### src/rtl/pc_fetch_unit_if.sv
// Bus bundle for the PC fetch unit: adder loop, instruction-memory
// handshake, decode output register, branch redirect and error flag.
// The master modport is the fetch unit; the slave modport is its environment.
interface pc_fetch_unit_if;
    // PC increment loop
    logic [31:0] pc_out;
    logic [31:0] pc_plus4_in;

    // Branch redirect
    logic        branch_taken;
    logic [31:0] branch_target;

    // Instruction memory handshake
    logic        imem_req;
    logic [31:0] imem_addr;
    logic        imem_ack;
    logic [31:0] imem_data;

    // Decode output register
    logic        instr_valid;
    logic [31:0] instr_out;
    logic [31:0] instr_pc;
    logic        instr_ready;

    // Sticky timeout indication
    logic        fetch_err;

    modport master (
        output pc_out,
        input  pc_plus4_in,
        input  branch_taken,
        input  branch_target,
        output imem_req,
        output imem_addr,
        input  imem_ack,
        input  imem_data,
        output instr_valid,
        output instr_out,
        output instr_pc,
        input  instr_ready,
        output fetch_err
    );

    modport slave (
        input  pc_out,
        output pc_plus4_in,
        output branch_taken,
        output branch_target,
        input  imem_req,
        input  imem_addr,
        output imem_ack,
        output imem_data,
        input  instr_valid,
        input  instr_out,
        input  instr_pc,
        output instr_ready,
        input  fetch_err
    );
endinterface

### src/rtl/pc_fetch_unit.sv
// LEGv8 program counter and instruction-fetch sequencer.
// Holds the PC, issues one instruction-memory request at a time, loads the
// fetched word into a valid/ready register for decode, commits the external
// +4 adder sum after each successful fetch, and handles branch redirects.
// A redirect that races an outstanding request parks the FSM in DROP so the
// stale response is swallowed before the new address is requested.
module pc_fetch_unit #(
    parameter logic [31:0] RESET_PC = 32'h0000_0000,
    parameter int unsigned MAX_WAIT = 15
) (
    input  logic            clk,
    input  logic            reset,
    pc_fetch_unit_if.master bus
);

    typedef enum logic [2:0] {
        ST_IDLE = 3'd0,
        ST_REQ  = 3'd1,
        ST_WAIT = 3'd2,
        ST_FULL = 3'd3,
        ST_DROP = 3'd4
    } state_t;

    localparam logic [7:0] MAX_WAIT_C = 8'(MAX_WAIT);

    // Word-align an address; instructions are always 4-byte aligned.
    function automatic logic [31:0] align_word(input logic [31:0] addr);
        return {addr[31:2], 2'b00};
    endfunction

    state_t      state_r;
    logic [31:0] pc_r;
    logic [7:0]  wait_cnt_r;
    logic        imem_req_r;
    logic [31:0] imem_addr_r;
    logic        instr_valid_r;
    logic [31:0] instr_out_r;
    logic [31:0] instr_pc_r;
    logic        fetch_err_r;

    logic [31:0] branch_pc_s;
    logic [31:0] req_pc_s;
    logic [7:0]  wait_inc_s;
    logic        timeout_s;
    logic        unused_ok_s;

    // The low target bits are deliberately discarded by the alignment.
    assign unused_ok_s = ^bus.branch_target[1:0];

    // Redirect address, the address any newly issued request uses, and the
    // timeout detection for the response wait counter.
    always_comb begin
        branch_pc_s = align_word(bus.branch_target);
        if (bus.branch_taken) begin
            req_pc_s = branch_pc_s;
        end else begin
            req_pc_s = pc_r;
        end
        wait_inc_s = wait_cnt_r + 8'd1;
        timeout_s  = (wait_inc_s == MAX_WAIT_C);
    end

    // Fetch FSM with all registered outputs; imem_req is a one-cycle strobe
    // raised on the edge that enters REQ, with imem_addr captured alongside.
    always_ff @(posedge clk or posedge reset) begin
        if (reset) begin
            state_r       <= ST_IDLE;
            pc_r          <= RESET_PC;
            wait_cnt_r    <= 8'd0;
            imem_req_r    <= 1'b0;
            imem_addr_r   <= 32'h0000_0000;
            instr_valid_r <= 1'b0;
            instr_out_r   <= 32'h0000_0000;
            instr_pc_r    <= 32'h0000_0000;
            fetch_err_r   <= 1'b0;
        end else begin
            imem_req_r <= 1'b0;

            case (state_r)
                ST_IDLE: begin
                    state_r     <= ST_REQ;
                    imem_req_r  <= 1'b1;
                    imem_addr_r <= req_pc_s;
                end

                ST_REQ: begin
                    // The request is now in flight; a redirect must wait it out.
                    wait_cnt_r <= 8'd0;
                    if (bus.branch_taken) begin
                        state_r <= ST_DROP;
                    end else begin
                        state_r <= ST_WAIT;
                    end
                end

                ST_WAIT: begin
                    if (bus.imem_ack) begin
                        if (bus.branch_taken) begin
                            // Response is for the old path: drop it, fetch target.
                            state_r     <= ST_REQ;
                            imem_req_r  <= 1'b1;
                            imem_addr_r <= req_pc_s;
                        end else begin
                            instr_out_r   <= bus.imem_data;
                            instr_pc_r    <= pc_r;
                            instr_valid_r <= 1'b1;
                            pc_r          <= bus.pc_plus4_in;
                            state_r       <= ST_FULL;
                        end
                    end else if (bus.branch_taken) begin
                        wait_cnt_r <= 8'd0;
                        state_r    <= ST_DROP;
                    end else if (timeout_s) begin
                        // Give up on this response and retry the same PC.
                        fetch_err_r <= 1'b1;
                        state_r     <= ST_REQ;
                        imem_req_r  <= 1'b1;
                        imem_addr_r <= req_pc_s;
                    end else begin
                        wait_cnt_r <= wait_inc_s;
                    end
                end

                ST_FULL: begin
                    if (bus.instr_ready || bus.branch_taken) begin
                        instr_valid_r <= 1'b0;
                        state_r       <= ST_REQ;
                        imem_req_r    <= 1'b1;
                        imem_addr_r   <= req_pc_s;
                    end else begin
                        state_r <= ST_FULL;
                    end
                end

                ST_DROP: begin
                    if (bus.imem_ack) begin
                        state_r     <= ST_REQ;
                        imem_req_r  <= 1'b1;
                        imem_addr_r <= req_pc_s;
                    end else if (timeout_s) begin
                        fetch_err_r <= 1'b1;
                        state_r     <= ST_REQ;
                        imem_req_r  <= 1'b1;
                        imem_addr_r <= req_pc_s;
                    end else begin
                        wait_cnt_r <= wait_inc_s;
                    end
                end

                default: begin
                    state_r       <= ST_IDLE;
                    instr_valid_r <= 1'b0;
                end
            endcase

            // A redirect overrides the PC and empties the output register in
            // every state; it takes precedence over the per-state updates above.
            if (bus.branch_taken) begin
                pc_r          <= branch_pc_s;
                instr_valid_r <= 1'b0;
            end else begin
                pc_r <= pc_r;
                if (state_r == ST_WAIT && bus.imem_ack) begin
                    pc_r <= bus.pc_plus4_in;
                end else begin
                    pc_r <= pc_r;
                end
            end
        end
    end

    assign bus.pc_out      = pc_r;
    assign bus.imem_req    = imem_req_r;
    assign bus.imem_addr   = imem_addr_r;
    assign bus.instr_valid = instr_valid_r;
    assign bus.instr_out   = instr_out_r;
    assign bus.instr_pc    = instr_pc_r;
    assign bus.fetch_err   = fetch_err_r;

endmodule

### src/flat_wrapper.sv
// flat-port wrapper written by rule: the top's interface ports become plain ports
module pc_fetch_unit_flat 
#(
    parameter logic [31:0] RESET_PC = 32'h0000_0000,
    parameter int unsigned MAX_WAIT = 15
)
  (clk, reset, bus_pc_out, bus_pc_plus4_in, bus_branch_taken, bus_branch_target, bus_imem_req, bus_imem_addr, bus_imem_ack, bus_imem_data, bus_instr_valid, bus_instr_out, bus_instr_pc, bus_instr_ready, bus_fetch_err);
  pc_fetch_unit_if bus_i ();
  input  logic clk;
  input  logic reset;
  output wire logic [$bits(bus_i.pc_out)-1:0] bus_pc_out;
  input wire logic [$bits(bus_i.pc_plus4_in)-1:0] bus_pc_plus4_in;
  input wire logic [$bits(bus_i.branch_taken)-1:0] bus_branch_taken;
  input wire logic [$bits(bus_i.branch_target)-1:0] bus_branch_target;
  output wire logic [$bits(bus_i.imem_req)-1:0] bus_imem_req;
  output wire logic [$bits(bus_i.imem_addr)-1:0] bus_imem_addr;
  input wire logic [$bits(bus_i.imem_ack)-1:0] bus_imem_ack;
  input wire logic [$bits(bus_i.imem_data)-1:0] bus_imem_data;
  output wire logic [$bits(bus_i.instr_valid)-1:0] bus_instr_valid;
  output wire logic [$bits(bus_i.instr_out)-1:0] bus_instr_out;
  output wire logic [$bits(bus_i.instr_pc)-1:0] bus_instr_pc;
  input wire logic [$bits(bus_i.instr_ready)-1:0] bus_instr_ready;
  output wire logic [$bits(bus_i.fetch_err)-1:0] bus_fetch_err;
  assign bus_pc_out = bus_i.pc_out;
  assign bus_i.pc_plus4_in = bus_pc_plus4_in;
  assign bus_i.branch_taken = bus_branch_taken;
  assign bus_i.branch_target = bus_branch_target;
  assign bus_imem_req = bus_i.imem_req;
  assign bus_imem_addr = bus_i.imem_addr;
  assign bus_i.imem_ack = bus_imem_ack;
  assign bus_i.imem_data = bus_imem_data;
  assign bus_instr_valid = bus_i.instr_valid;
  assign bus_instr_out = bus_i.instr_out;
  assign bus_instr_pc = bus_i.instr_pc;
  assign bus_i.instr_ready = bus_instr_ready;
  assign bus_fetch_err = bus_i.fetch_err;
  pc_fetch_unit #(.RESET_PC(RESET_PC), .MAX_WAIT(MAX_WAIT)) u_core (.clk(clk), .reset(reset), .bus(bus_i));
endmodule
### config.mk
export PLATFORM = sky130hd
export DESIGN_NAME = pc_fetch_unit_flat
export DESIGN_NICKNAME = d
export VERILOG_FILES = /design/src/rtl/pc_fetch_unit_if.sv /design/src/rtl/pc_fetch_unit.sv /design/src/flat_wrapper.sv
export SDC_FILE = /design/constraint.sdc
export NUM_CORES = 1
export LEC_CHECK = 0
export CAP_MARGIN = 20
export CORE_UTILIZATION = 44
export CTS_BUF_LIST = sky130_fd_sc_hd__clkbuf_8
export DETAILED_ROUTE_END_ITERATION = 16
export PLACE_DENSITY = 0.83
export SKIP_LAST_GASP = 1
export SLEW_MARGIN = 25
export SYNTH_ARGS = -nofsm -noshare
export SYNTH_HDL_FRONTEND = slang
export SYNTH_SLANG_ARGS = --single-unit
### constraint.sdc
create_clock -name clk -period 6.3 [get_ports clk]
set_input_delay 0.945 -clock clk [delete_from_list [all_inputs] [get_ports clk]]
set_output_delay 0.945 -clock clk [all_outputs]
set_load 0.02 [all_outputs]
==> metrics.txt <==
vias in the first global route=4932; setup bufs post-CTS=0; skew final=0.01212 ns; Int Pwr=2.669 mW; PortBufs=229; Sw Ratio=0.3508; switching power=1.442 mW; worst slack, placed=2.875 ns; Max Fclk=338.4 MHz; Req. time, crit path=6.62 ns; Post-DP Area=0.008665 sq mm; power density cells=451.5 mW/mm^2; Critical Path End Type=register; GRT Total Usage=0.2170; Synth Warn #=0; Setup CP Type=in -> reg; VDD IR max=0.0002351 V; Initial DRC Count=138; worst skew pair latency=0.44 ns; first-pass GRT wire length=24.46 mm; CP Cell Sequence=clkdlybuf4s50_1, xnor2_1, o21bai_1, a22o_1, a31oi_4, buf_16, mux2_2; initial antenna violation count=0; #FFs+latches synth=142; Reg clk slew, reported paths=0.07 ns; CP peak stage delay=0.66 ns; Rows=43; crit path max fanout=20; outcome=completed; # diodes=0; TNS Setup=0 ns; Die Span Y=120.8 microns; DRC Markers=0; vias per std cell=5.096; final net count=844; Least-Margin Pin Slew=0.8871 ns; Setup Viol. Count Final=0; GP Congestion=0.8093; max-slew violation count=0; max_slew headroom=0.4086; Critical Path AT=3.28 ns; cells after synthesis=516; share of cells above drive strength 1=0.1870; slowest CP cell=clkdlybuf4s50_1; Area Overhead vs Synth=46.54%; routed via count=4760; CTS H-tree depth=4; Top Ports=232; Top FF cell, synth=dfrtp_1; final instance area=0.009105 sq mm; largest net degree at the start of global routing=91; number of fillers in the final layout=1010; HPWL Detailed=10.62 mm; Final Cycle Share=0.4691; Seq pwr share=0.355; Initial Util=0.4494; global route overflow=0; power share of the clock group=0.193; Die Wd=120.8 microns; Final Critical Period=2.955 ns; number of synthesized flops with an enable pin=0; drt total wl=15.22 mm; Post-Syn Area=0.006213 sq mm; number of clock sinks=142; type of origin of the critical path=primary input; Bufs on Longest Clock Path=2; Top Family by Delay on Critical Path=buffers and inverters; unrepaired setup endpoints after global routing=no; post-synthesis sequential area ratio=0.5719; Crit path buffers/inverters=2; Worst Hold Class=reg -> reg; Avg Cell Area, Syn=12.04 sq um; Gates resized, CTS repair=0; most frequent cells in the layout=clkdlybuf4s50_1 (228), dfrtp_1 (142), mux2_2 (95), o21ai_0 (71), nand2_1 (43); first drt pass iteration count=4; Distinct cells, synth=40; Mapped Nets=619; ys async rst share=1.000; total die area=0.01460 sq mm; WL per Instance=16.29 microns; clock buffer count from CTS=17; combinational share of power=0.452; CTS root buf=clkbuf_8; Hold Fails Final Rpt=0; max-cap violation count=0; CTS tree=built; final setup margin=3.345 ns; leakage=3.869 nW; hold_buf cts=0; antenna viol nets, final=0; Core ar.=0.01383 sq mm; most common cell after layout, fill and taps aside=clkdlybuf4s50_1
==> sequential cells by signal, summed over array words and instances (netlist names) <==
register / flops
u_core.bus.imem_addr: 32
u_core.bus.instr_out: 32
u_core.bus.instr_pc: 32
u_core.bus.pc_out: 32
u_core.wait_cnt_r: 8
u_core.state_r: 3
u_core.bus.fetch_err: 1
u_core.bus.imem_req: 1
u_core.bus.instr_valid: 1
==> per-layer routing <==
metal,GRT usage,vias up,wire length (microns)
met4,0.1042,0,452
li1,-,2241,-
met3,0.06557,33,1023
met5,0,-,0
met2,0.3654,169,7659
met1,0.2514,2317,6080
==> cell families (layout without fill, tap and decap cells) <==
family | after synthesis | count (layout) | synth area share
simple gates | 76 | 76 | 0.05598
xor+xnor | 4 | 4 | 0.005639
buf+inv | 66 | 304 | 0.04551
mux | 127 | 127 | 0.2237
compound gates | 99 | 99 | 0.09323
fa+ha+maj | 2 | 2 | 0.004027
flops | 142 | 142 | 0.5719
==> Yosys cell counts, types with 2 or more instances <==
master / n / area, sq um
nor2_1: 10 / 37.54
ha_1: 2 / 25.02
a21oi_1: 5 / 25.02
o21bai_1: 2 / 15.01
buf_6: 3 / 33.78
nor3_1: 3 / 15.01
nand2b_1: 4 / 25.02
dfrtp_1: 142 / 3553
inv_1: 37 / 138.9
o41ai_1: 2 / 17.52
mux2i_1: 32 / 320.3
nand3_1: 4 / 20.02
a31oi_1: 3 / 18.77
a21boi_0: 2 / 15.01
nand4_1: 2 / 12.51
a311o_1: 2 / 20.02
xnor2_1: 3 / 26.28
buf_1: 2 / 7.510
nor2b_1: 2 / 12.51
o31ai_1: 5 / 37.54
nand2_1: 43 / 161.4
or2_2: 2 / 12.51
mux2_2: 95 / 1070
buf_2: 10 / 50.05
o21ai_0: 71 / 355.3
clkbuf_1: 14 / 52.55
==> worst paths after layout <==
path | to | slack, ns | cells after the start | start
worst max register to register | u_core.bus.imem_addr[31] | 3.37 | 8 | u_core.wait_cnt_r[1]
worst max-delay path | u_core.bus.imem_addr[31] | 3.34 | 7 | bus_imem_ack
min in group asynchronous | u_core.bus.instr_out[11] | 1.04 | 2 | reset
worst min-delay path | u_core.bus.fetch_err | 0.47 | 2 | u_core.bus.fetch_err
max in group asynchronous | u_core.bus.imem_addr[7] | 4.05 | 3 | reset
worst min register to register | u_core.bus.fetch_err | 0.47 | 2 | u_core.bus.fetch_err
==> worst register-to-register path, delay by kind of cell (launching register included) <==
family / cells / cell delay [ns]
AND/OR/NAND/NOR: 2 / 0.83
AO/OA/AOI/OAI: 2 / 0.59
adder cells (fa/ha/maj): 1 / 0.24
buffers and inverters: 2 / 0.32
multiplexers: 1 / 0.37
flip-flops: 1 / 0.46
==> power by group through the flow <==
stage / Clock, mW / Sequential (mW) / Combinational, mW
2_1_floorplan: 0 / 1.82 / 0.647
3_3_place_gp: 0 / 1.45 / 1.81
3_5_place_dp: 0 / 1.47 / 1.87
4_1_cts: 0.818 / 1.46 / 1.88
5_1_grt: 0.857 / 1.50 / 1.97
6_report: 0.795 / 1.46 / 1.86
==> through the flow <==
| step | cells | hold WS (ns) | total power [mW] | utilization |
|---|---|---|---|---|
| after floorplan | 516 | 0.4915 | 2.467 | - |
| after global placement | 901 | 0.4541 | 3.256 | 0.6246 |
| after detailed placement | 902 | 0.4631 | 3.344 | 0.6266 |
| after CTS | 934 | 0.4834 | 4.157 | 0.6585 |
| after global routing | 934 | 0.5090 | 4.330 | 0.6585 |
| final | 934 | 0.4734 | 4.111 | 0.6585 |
==> layout make-up <==
| type | instances | area (sq um) | area share |
|---|---|---|---|
| clock buffers | 18 | 247.7 | 0.02721 |
| clock inverters | 14 | 192.7 | 0.02116 |
| inverters | 37 | 143.9 | 0.01580 |
| multi-input cells | 308 | 2390 | 0.2625 |
| flip-flops and latches | 142 | 3553 | 0.3903 |
| well taps | 180 | 225.2 | 0.02474 |
| repair buffers | 235 | 2352 | 0.2583 |
No activity file was read; power rests on OpenSTA's default activity.
